File: src/rtl/vga_pkg.sv
// Shared 640x480@60 timing constants, RGB444 colour type and a window-decode helper
// for the VGA display path.
package vga_pkg;

  localparam int CNT_W = 10;
  localparam int RGB_W = 12;

  localparam int H_TOTAL      = 800;
  localparam int V_TOTAL      = 525;
  localparam int H_SYNC_START = 656;
  localparam int H_SYNC_END   = 751;
  localparam int V_SYNC_START = 490;
  localparam int V_SYNC_END   = 491;

  localparam logic [RGB_W-1:0] BLACK = 12'h000;

  typedef struct packed {
    logic [3:0] r;
    logic [3:0] g;
    logic [3:0] b;
  } rgb444_t;

  // Inclusive window test used for the active-low sync pulses.
  function automatic logic in_range(input logic [CNT_W-1:0] x,
                                    input logic [CNT_W-1:0] lo,
                                    input logic [CNT_W-1:0] hi);
    return (x >= lo) && (x <= hi);
  endfunction

endpackage

File: src/rtl/vga_timing_ctrl_clk_en_div.sv
// Pixel-enable divider: one registered pix_en pulse every CLK_DIV enabled clocks.
// pix_tick is the same event one clock earlier, so counters can load on the edge that raises pix_en.
module clk_en_div #(
  parameter int CLK_DIV = 4
) (
  input  logic clk,
  input  logic rst_n,
  input  logic en,
  output logic pix_tick,
  output logic pix_en
);

  localparam int                DIV_W    = $clog2(CLK_DIV);
  localparam logic [DIV_W-1:0]  DIV_LAST = DIV_W'(CLK_DIV - 1);

  logic [DIV_W-1:0] div_q;
  logic             pix_q;

  assign pix_tick = en && (div_q == DIV_LAST);

  always_ff @(posedge clk or negedge rst_n) begin
    if (!rst_n) begin
      div_q <= '0;
      pix_q <= 1'b0;
    end else begin
      pix_q <= pix_tick;
      if (en) div_q <= pix_tick ? '0 : div_q + 1'b1;
    end
  end

  // A pulse already in flight is suppressed while the controller is paused.
  assign pix_en = pix_q & en;

endmodule

File: src/rtl/vga_timing_ctrl.sv
// VGA timing master: pixel-enable divider, h/v raster counters, sync decode and a
// pixel-aligned registered colour/sync output stage.
module vga_timing_ctrl
  import vga_pkg::*;
#(
  parameter int CLK_DIV = 4,
  parameter int H_VIS   = 640,
  parameter int H_FP    = 16,
  parameter int H_SYNC  = 96,
  parameter int H_BP    = 48,
  parameter int V_VIS   = 480,
  parameter int V_FP    = 10,
  parameter int V_SYNC  = 2,
  parameter int V_BP    = 33
) (
  input  logic             clk,
  input  logic             rst_n,
  input  logic             en,
  input  logic [RGB_W-1:0] pixel_in,
  output logic             pix_en,
  output logic [CNT_W-1:0] h_cnt,
  output logic [CNT_W-1:0] v_cnt,
  output logic             valid,
  output logic             frame_start,
  output logic [3:0]       vga_r,
  output logic [3:0]       vga_g,
  output logic [3:0]       vga_b,
  output logic             hsync,
  output logic             vsync
);

  localparam int H_TOT = H_VIS + H_FP + H_SYNC + H_BP;
  localparam int V_TOT = V_VIS + V_FP + V_SYNC + V_BP;

  localparam logic [CNT_W-1:0] H_LAST   = CNT_W'(H_TOT - 1);
  localparam logic [CNT_W-1:0] V_LAST   = CNT_W'(V_TOT - 1);
  localparam logic [CNT_W-1:0] H_VIS_C  = CNT_W'(H_VIS);
  localparam logic [CNT_W-1:0] V_VIS_C  = CNT_W'(V_VIS);
  localparam logic [CNT_W-1:0] HS_FIRST = CNT_W'(H_VIS + H_FP);
  localparam logic [CNT_W-1:0] HS_LAST  = CNT_W'(H_VIS + H_FP + H_SYNC - 1);
  localparam logic [CNT_W-1:0] VS_FIRST = CNT_W'(V_VIS + V_FP);
  localparam logic [CNT_W-1:0] VS_LAST  = CNT_W'(V_VIS + V_FP + V_SYNC - 1);

  logic    pix_tick;
  logic    h_wrap;
  logic    v_wrap;
  logic    hs_c;
  logic    vs_c;
  logic    vld_p1;
  logic    hs_p1;
  logic    vs_p1;
  rgb444_t rgb_p2;

  clk_en_div #(
    .CLK_DIV (CLK_DIV)
  ) u_clk_en_div (
    .clk      (clk),
    .rst_n    (rst_n),
    .en       (en),
    .pix_tick (pix_tick),
    .pix_en   (pix_en)
  );

  assign h_wrap = (h_cnt == H_LAST);
  assign v_wrap = (v_cnt == V_LAST);

  // Stage p0: raster counters load on the edge that raises pix_en.
  always_ff @(posedge clk or negedge rst_n) begin
    if (!rst_n) begin
      h_cnt       <= '0;
      v_cnt       <= '0;
      frame_start <= 1'b0;
    end else begin
      frame_start <= pix_tick && h_wrap && v_wrap;
      if (pix_tick) begin
        if (h_wrap) begin
          h_cnt <= '0;
          v_cnt <= v_wrap ? '0 : v_cnt + 1'b1;
        end else begin
          h_cnt <= h_cnt + 1'b1;
        end
      end
    end
  end

  assign valid = (h_cnt < H_VIS_C) && (v_cnt < V_VIS_C);
  assign hs_c  = !in_range(h_cnt, HS_FIRST, HS_LAST);
  assign vs_c  = !in_range(v_cnt, VS_FIRST, VS_LAST);

  // Stage p1: capture the decode of the coordinate the generator is now fetching.
  always_ff @(posedge clk or negedge rst_n) begin
    if (!rst_n) begin
      vld_p1 <= 1'b0;
      hs_p1  <= 1'b1;
      vs_p1  <= 1'b1;
    end else if (pix_en) begin
      vld_p1 <= valid;
      hs_p1  <= hs_c;
      vs_p1  <= vs_c;
    end
  end

  // Stage p2: pins update together with the next counter step, one pixel behind.
  always_ff @(posedge clk or negedge rst_n) begin
    if (!rst_n) begin
      rgb_p2 <= rgb444_t'(BLACK);
      hsync  <= 1'b1;
      vsync  <= 1'b1;
    end else if (!en) begin
      rgb_p2 <= rgb444_t'(BLACK);
    end else if (pix_tick) begin
      rgb_p2 <= vld_p1 ? rgb444_t'(pixel_in) : rgb444_t'(BLACK);
      hsync  <= hs_p1;
      vsync  <= vs_p1;
    end
  end

  assign vga_r = rgb_p2.r;
  assign vga_g = rgb_p2.g;
  assign vga_b = rgb_p2.b;

endmodule

File: config.mk
export PLATFORM = sky130hd
export DESIGN_NAME = vga_timing_ctrl
export DESIGN_NICKNAME = d
export VERILOG_FILES = /design/src/rtl/vga_pkg.sv /design/src/rtl/vga_timing_ctrl_clk_en_div.sv /design/src/rtl/vga_timing_ctrl.sv
export SDC_FILE = /design/constraint.sdc
export NUM_CORES = 1
export LEC_CHECK = 0
export BUFFER_PORTS_ARGS = -buffer_cell sky130_fd_sc_hd__buf_2
export CORE_ASPECT_RATIO = 1.5
export CORE_MARGIN = 3
export CORE_UTILIZATION = 45
export CTS_CLUSTER_DIAMETER = 50
export DETAILED_ROUTE_END_ITERATION = 8
export GPL_TIMING_DRIVEN = 0
export PLACE_DENSITY_LB_ADDON = 0.25
export SLEW_MARGIN = 20
export SYNTH_ARGS = -nofsm -noshare
export SYNTH_HDL_FRONTEND = slang
export SYNTH_SLANG_ARGS = --single-unit
File: constraint.sdc
create_clock -name clk -period 2 [get_ports clk]
set_clock_uncertainty 0.1 [all_clocks]
set_input_delay 0.5 -clock clk [delete_from_list [all_inputs] [get_ports clk]]
set_output_delay 0.5 -clock clk [all_outputs]
set_load 0.005 [all_outputs]
# Yosys cells after proc, flatten, opt, wreduce, memory -nomap -nowiden
# Index checks and enable logic that the tools add are counted.
# W data, S select, Z words.
[word_totals]
out_inout_bits = 37
register_bits = 41
input_bits = 15
word_cells = 43
[op_classes]
addsub = 3
bitwise_logic = 1
order_cmp = 6
n_mux = 6
n_eq_ne = 4
reduce_logical = 10
[ops]
columns = ["op", "count"]
rows = [
  ["$mux W12", 3],
  ["$add A10 B1 Y10 const B", 2],
  ["$eq A10 B10 Y1 const B", 2],
  ["$mux W10", 2],
  ["$ge A10 B10 Y1 const B", 1],
  ["$ge A10 B9 Y1 const B", 1],
  ["$le A10 B10 Y1 const B", 1],
  ["$le A10 B9 Y1 const B", 1],
  ["$lt A10 B10 Y1 const B", 1],
  ["$lt A10 B9 Y1 const B", 1],
  ["$logic_and A1 B1 Y1", 6],
  ["$reduce_and A2 Y1", 2],
  ["$add A2 B1 Y2 const B", 1],
  ["$eq A2 B2 Y1 const B", 1],
  ["$logic_not A1 Y1", 2],
  ["$mux W2", 1],
  ["$ne A2 B1 Y1 const B", 1],
  ["$and A1 B1 Y1", 1],
]

# Logic depth before layout (Yosys ltp)
[depth]
depth_word = 4
ltp_mapped = 6
depth_no_buf = 6

# Hierarchy
# Synthesis repeated with hierarchy kept, for this count alone.
[unflattened]
cells_unflattened = 184
hier_area_um2 = 2014.4
[modules_own_cells]
columns = ["module", "seq_area_each_um2", "area_per_inst_um2", "cells_each", "instances"]
rows = [
  ["vga_timing_ctrl", 955.9, 1885.6, 175, 1],
  ["clk_en_div", 75.1, 128.9, 9, 1],
]

# Least setup slack after synthesis
# No wires, ideal clock.
[synth_timing]
path_kind = "input port to flip-flop"
start = "input en"
end = "register v_cnt[2]"
path_slack_ns = 0.082
arrival_time_ns = 1.694
n_path_buf = 1
t_required_ns = 1.776
setup_ns = 0.124
cell_stages = 5
path_cell_list = "clkbuf_1 -> nand2_1 -> or4_1 -> nor2_2 -> nor2_1"
[synth_via]
elab_chain_cells = 2
[synth_lines]
columns = ["element", "line", "source"]
rows = [
  ["from (decl)", "vga_timing_ctrl.sv:18", "input logic en,"],
  ["$logic_and A1 B1 Y1", "vga_timing_ctrl_clk_en_div.sv:19", "assign pix_tick = en && (div_q == DIV_LAST);"],
  ["$reduce_and A2 Y1 (no source line)", "n/a", ""],
  ["to (signal assigned)", "vga_timing_ctrl.sv:78", "v_cnt <= v_wrap ? '0 : v_cnt + 1'b1;"],
  ["to (decl)", "vga_timing_ctrl.sv:22", "output logic [CNT_W-1:0] v_cnt,"],
]
# No other way between the ends.
# A chain may end at the register's enable or synchronous reset.

# Worst setup path in the final report
[layout_timing]
start = "register h_cnt[7]"
end = "register v_cnt[9]"
[layout_via]
elab_chain_cells = 2
[layout_lines]
columns = ["element", "line", "source"]
rows = [
  ["from (decl)", "vga_timing_ctrl.sv:21", "output logic [CNT_W-1:0] h_cnt,"],
  ["from (signal assigned)", "vga_timing_ctrl.sv:80", "h_cnt <= h_cnt + 1'b1;"],
  ["$eq A10 B10 Y1", "vga_timing_ctrl.sv:64", "assign h_wrap = (h_cnt == H_LAST);"],
  ["$reduce_and A2 Y1 (no source line)", "n/a", ""],
]
# No other way between the ends.

==> reports/metrics.cfg <==
[synthesis]
ys_ff_latch=41
netlist_instances=200
syn-cell-area_mm2=0.00200
synthArstFlopShare_pct=100
yosysUniqueCellTypes=37
synth-edff-count=0
yosys_warnings=0
syn_nets=220
avgSynthCellArea_um2=10.0
ys.flop_type=dfrtp_1
yosysSeqAreaShare_pct=51.4

[final_layout]
antenna_cells=0
utilization_pct=59.5
area_growth_pct=26.1
final_cell_mix=51 x buf_2, 34 x dfrtp_1, 19 x nand3_1
final_cell_area_mm2=0.00253
fin_cells=308
fillers=373
fin_nets=281
final_common_cell=buf_2
drive_above_1_share_pct=33.2

[status]
outcome=finished clean

[clock_tree]
cts_tree=done
clkTransAtPathRegs_ns=0.08
cts_buffers=5
root_buffer=clkbuf_8
clock_path_buffers=2
cts_sinks=41
ctsHtreeMaxLevel=2
postCtsHoldBufs=0
clkLatencyLatePin_ns=0.29

[detailed_routing]
dr_wl_met2_um=2330
dr.pass1.iters=4
via_per_inst=5.35
top_layer_used=met4
drc=0
drt_iter0_markers=38
drt-total-wl_um=4600
post_drt_wl_per_cell_um=14.9
dr_wl_met3_um=262
ant_nets=0
met1_length_um=1930
vias=1649

[timing]
worst-slew-pin-transition_ns=0.918
relSlewSlack_pct=38.8
setup_violations=0
fmax_mhz=511
hold_viol=0
period_needed_ns=1.96
period_share_pct=97.9
finalSetupTns_ns=0
slew_violations=0

[critical_path]
cp_data_required_time_ns=2.13
cp_data_arrival_time_ns=2.09
worst-path-buf-inv=0
cp_slowest_cell=or4_4
reg2regPathDepth=4
crit_type=flop to flop
worst-path-max-fanout=8
crit_cells=4
start_kind=flop
max_stage_delay_ns=0.61
crit_family=simple AND/OR/NAND/NOR gates
cp-end-kind=flop
crit_chain=nand4b_4 -> or4_4 -> or3_4 -> a21oi_2

[floorplanning]
chipWidth_um=60.5
start_util_pct=47.2
fp-row-count=29
io_pins=52
die_y_um=87.7
core_mm2=0.00425
floorplan.die_area_mm2=0.00531

[global_route]
grt_max_degree=42
grt_pass1_wl_um=7540
grt_overflow=0
antenna_found_initial=0
track_usage_pct=18.8
first_global_vias=1597

[place]
place_congestion=0.759
hpwl_um=3240
dpl.cell_count=297
place_area_mm2=0.00232
port_buffers=51

[pwr]
power-per-cell-area_mw_per_mm2=942
p_leak_uw=0.00125
power.total_uw=2380
ir_drop_mv=0.619

[hold_path]
hold_path_class=input pin to async pin

[flow_run]
drv_cap=0

cell usage after synthesis, types with 2 or more instances:
cell	count	area share (%)
nand3_1	20	5.0
nor4_1	5	1.6
nand2b_1	13	4.1
inv_1	7	1.3
nor2_1	12	2.2
o21ai_0	8	2.0
dfrtp_1	37	46
and3_1	3	0.94
xor2_1	4	1.7
o311ai_0	2	0.87
a21boi_0	12	4.5
clkbuf_1	9	1.7
xnor2_1	9	3.9
or2_2	2	0.62
nand4_1	9	2.8
dfstp_2	4	5.2
nor3_1	3	0.75
nand2_1	18	3.4
ha_1	5	3.1
what timing repair did:
| action | in CTS | in global routing |
|---|---|---|
| pin swaps | 1 | 3 |
| resized for setup | 6 | 12 |
| setup endpoints to repair | 13 | 13 |
| buffers inserted | 1 | 5 |
| cloned | 0 | 0 |
cells by family after synthesis:
kind of cell	synth area share, %
AOI/OAI and AO/OA	9.18
DFF	51.4
xor gates and xnor gates	5.68
and+or+nand+nor	26.3
muxes	1.06
adders and majority gates	3.12
buffers and inverters	3.25
flip-flops by register name, summed over array words and instances (netlist names):
name and count:
h_cnt 10, v_cnt 10, vga_b 4, vga_g 4, vga_r 4, u_clk_en_div.div_q 2
frame_start 1, hs_p1 1, hsync 1, u_clk_en_div.pix_q 1, vld_p1 1, vs_p1 1
vsync 1
cell type report:
class	count	area [µm²]	share of cell area (%)
inverters	7	26.3	1.04
plain buffers	7	32.5	1.29
well taps	46	57.6	2.28
repair buffers	57	300	11.9
flip-flops and latches	41	1030	40.9
clock inverters	1	30.0	1.19
multi-input cells	142	960	38.0
clock buffers	7	86.3	3.42
power by group:
group | leakage [µW] | switching [µW] | internal (µW)
sequential | 0.000530 | 124 | 997
combinational | 0.000659 | 321 | 247
clock | 0.0000585 | 285 | 407
metal layers:
metal	vias up	GRT usage, %
li1	819	-
met1	780	23.5
met2	44	31.3
met3	6	3.98
met4	0	7.10
met5	-	0
path summary, 6_finish.rpt:
| path | from | to | slack, ns |
|---|---|---|---|
| max reg2reg | h_cnt[7]$_DFFE_PN0P_ | v_cnt[9]$_DFFE_PN0P_ | 0.04 |
| max in group asynchronous | rst_n | h_cnt[7]$_DFFE_PN0P_ | 0.93 |
| min | rst_n | vga_g[3]$_DFFE_PN0P_ | 0.23 |
| min in group clk | vsync$_DFFE_PN1P_ | vsync$_DFFE_PN1P_ | 0.36 |
| min reg2reg | vsync$_DFFE_PN1P_ | vsync$_DFFE_PN1P_ | 0.36 |
| max | h_cnt[7]$_DFFE_PN0P_ | v_cnt[9]$_DFFE_PN0P_ | 0.04 |
per-stage QoR:
stage / worst slack, ns / hold slack, ns
after detailed placement: -0.501 / 0.350
after global routing: -0.0158 / 0.297
final: 0.0419 / 0.233
after CTS: 0.00805 / 0.257
after global placement: -0.456 / 0.344
after floorplan: 0.0816 / 0.104
Note: power is estimated with default switching activity, not from simulation.
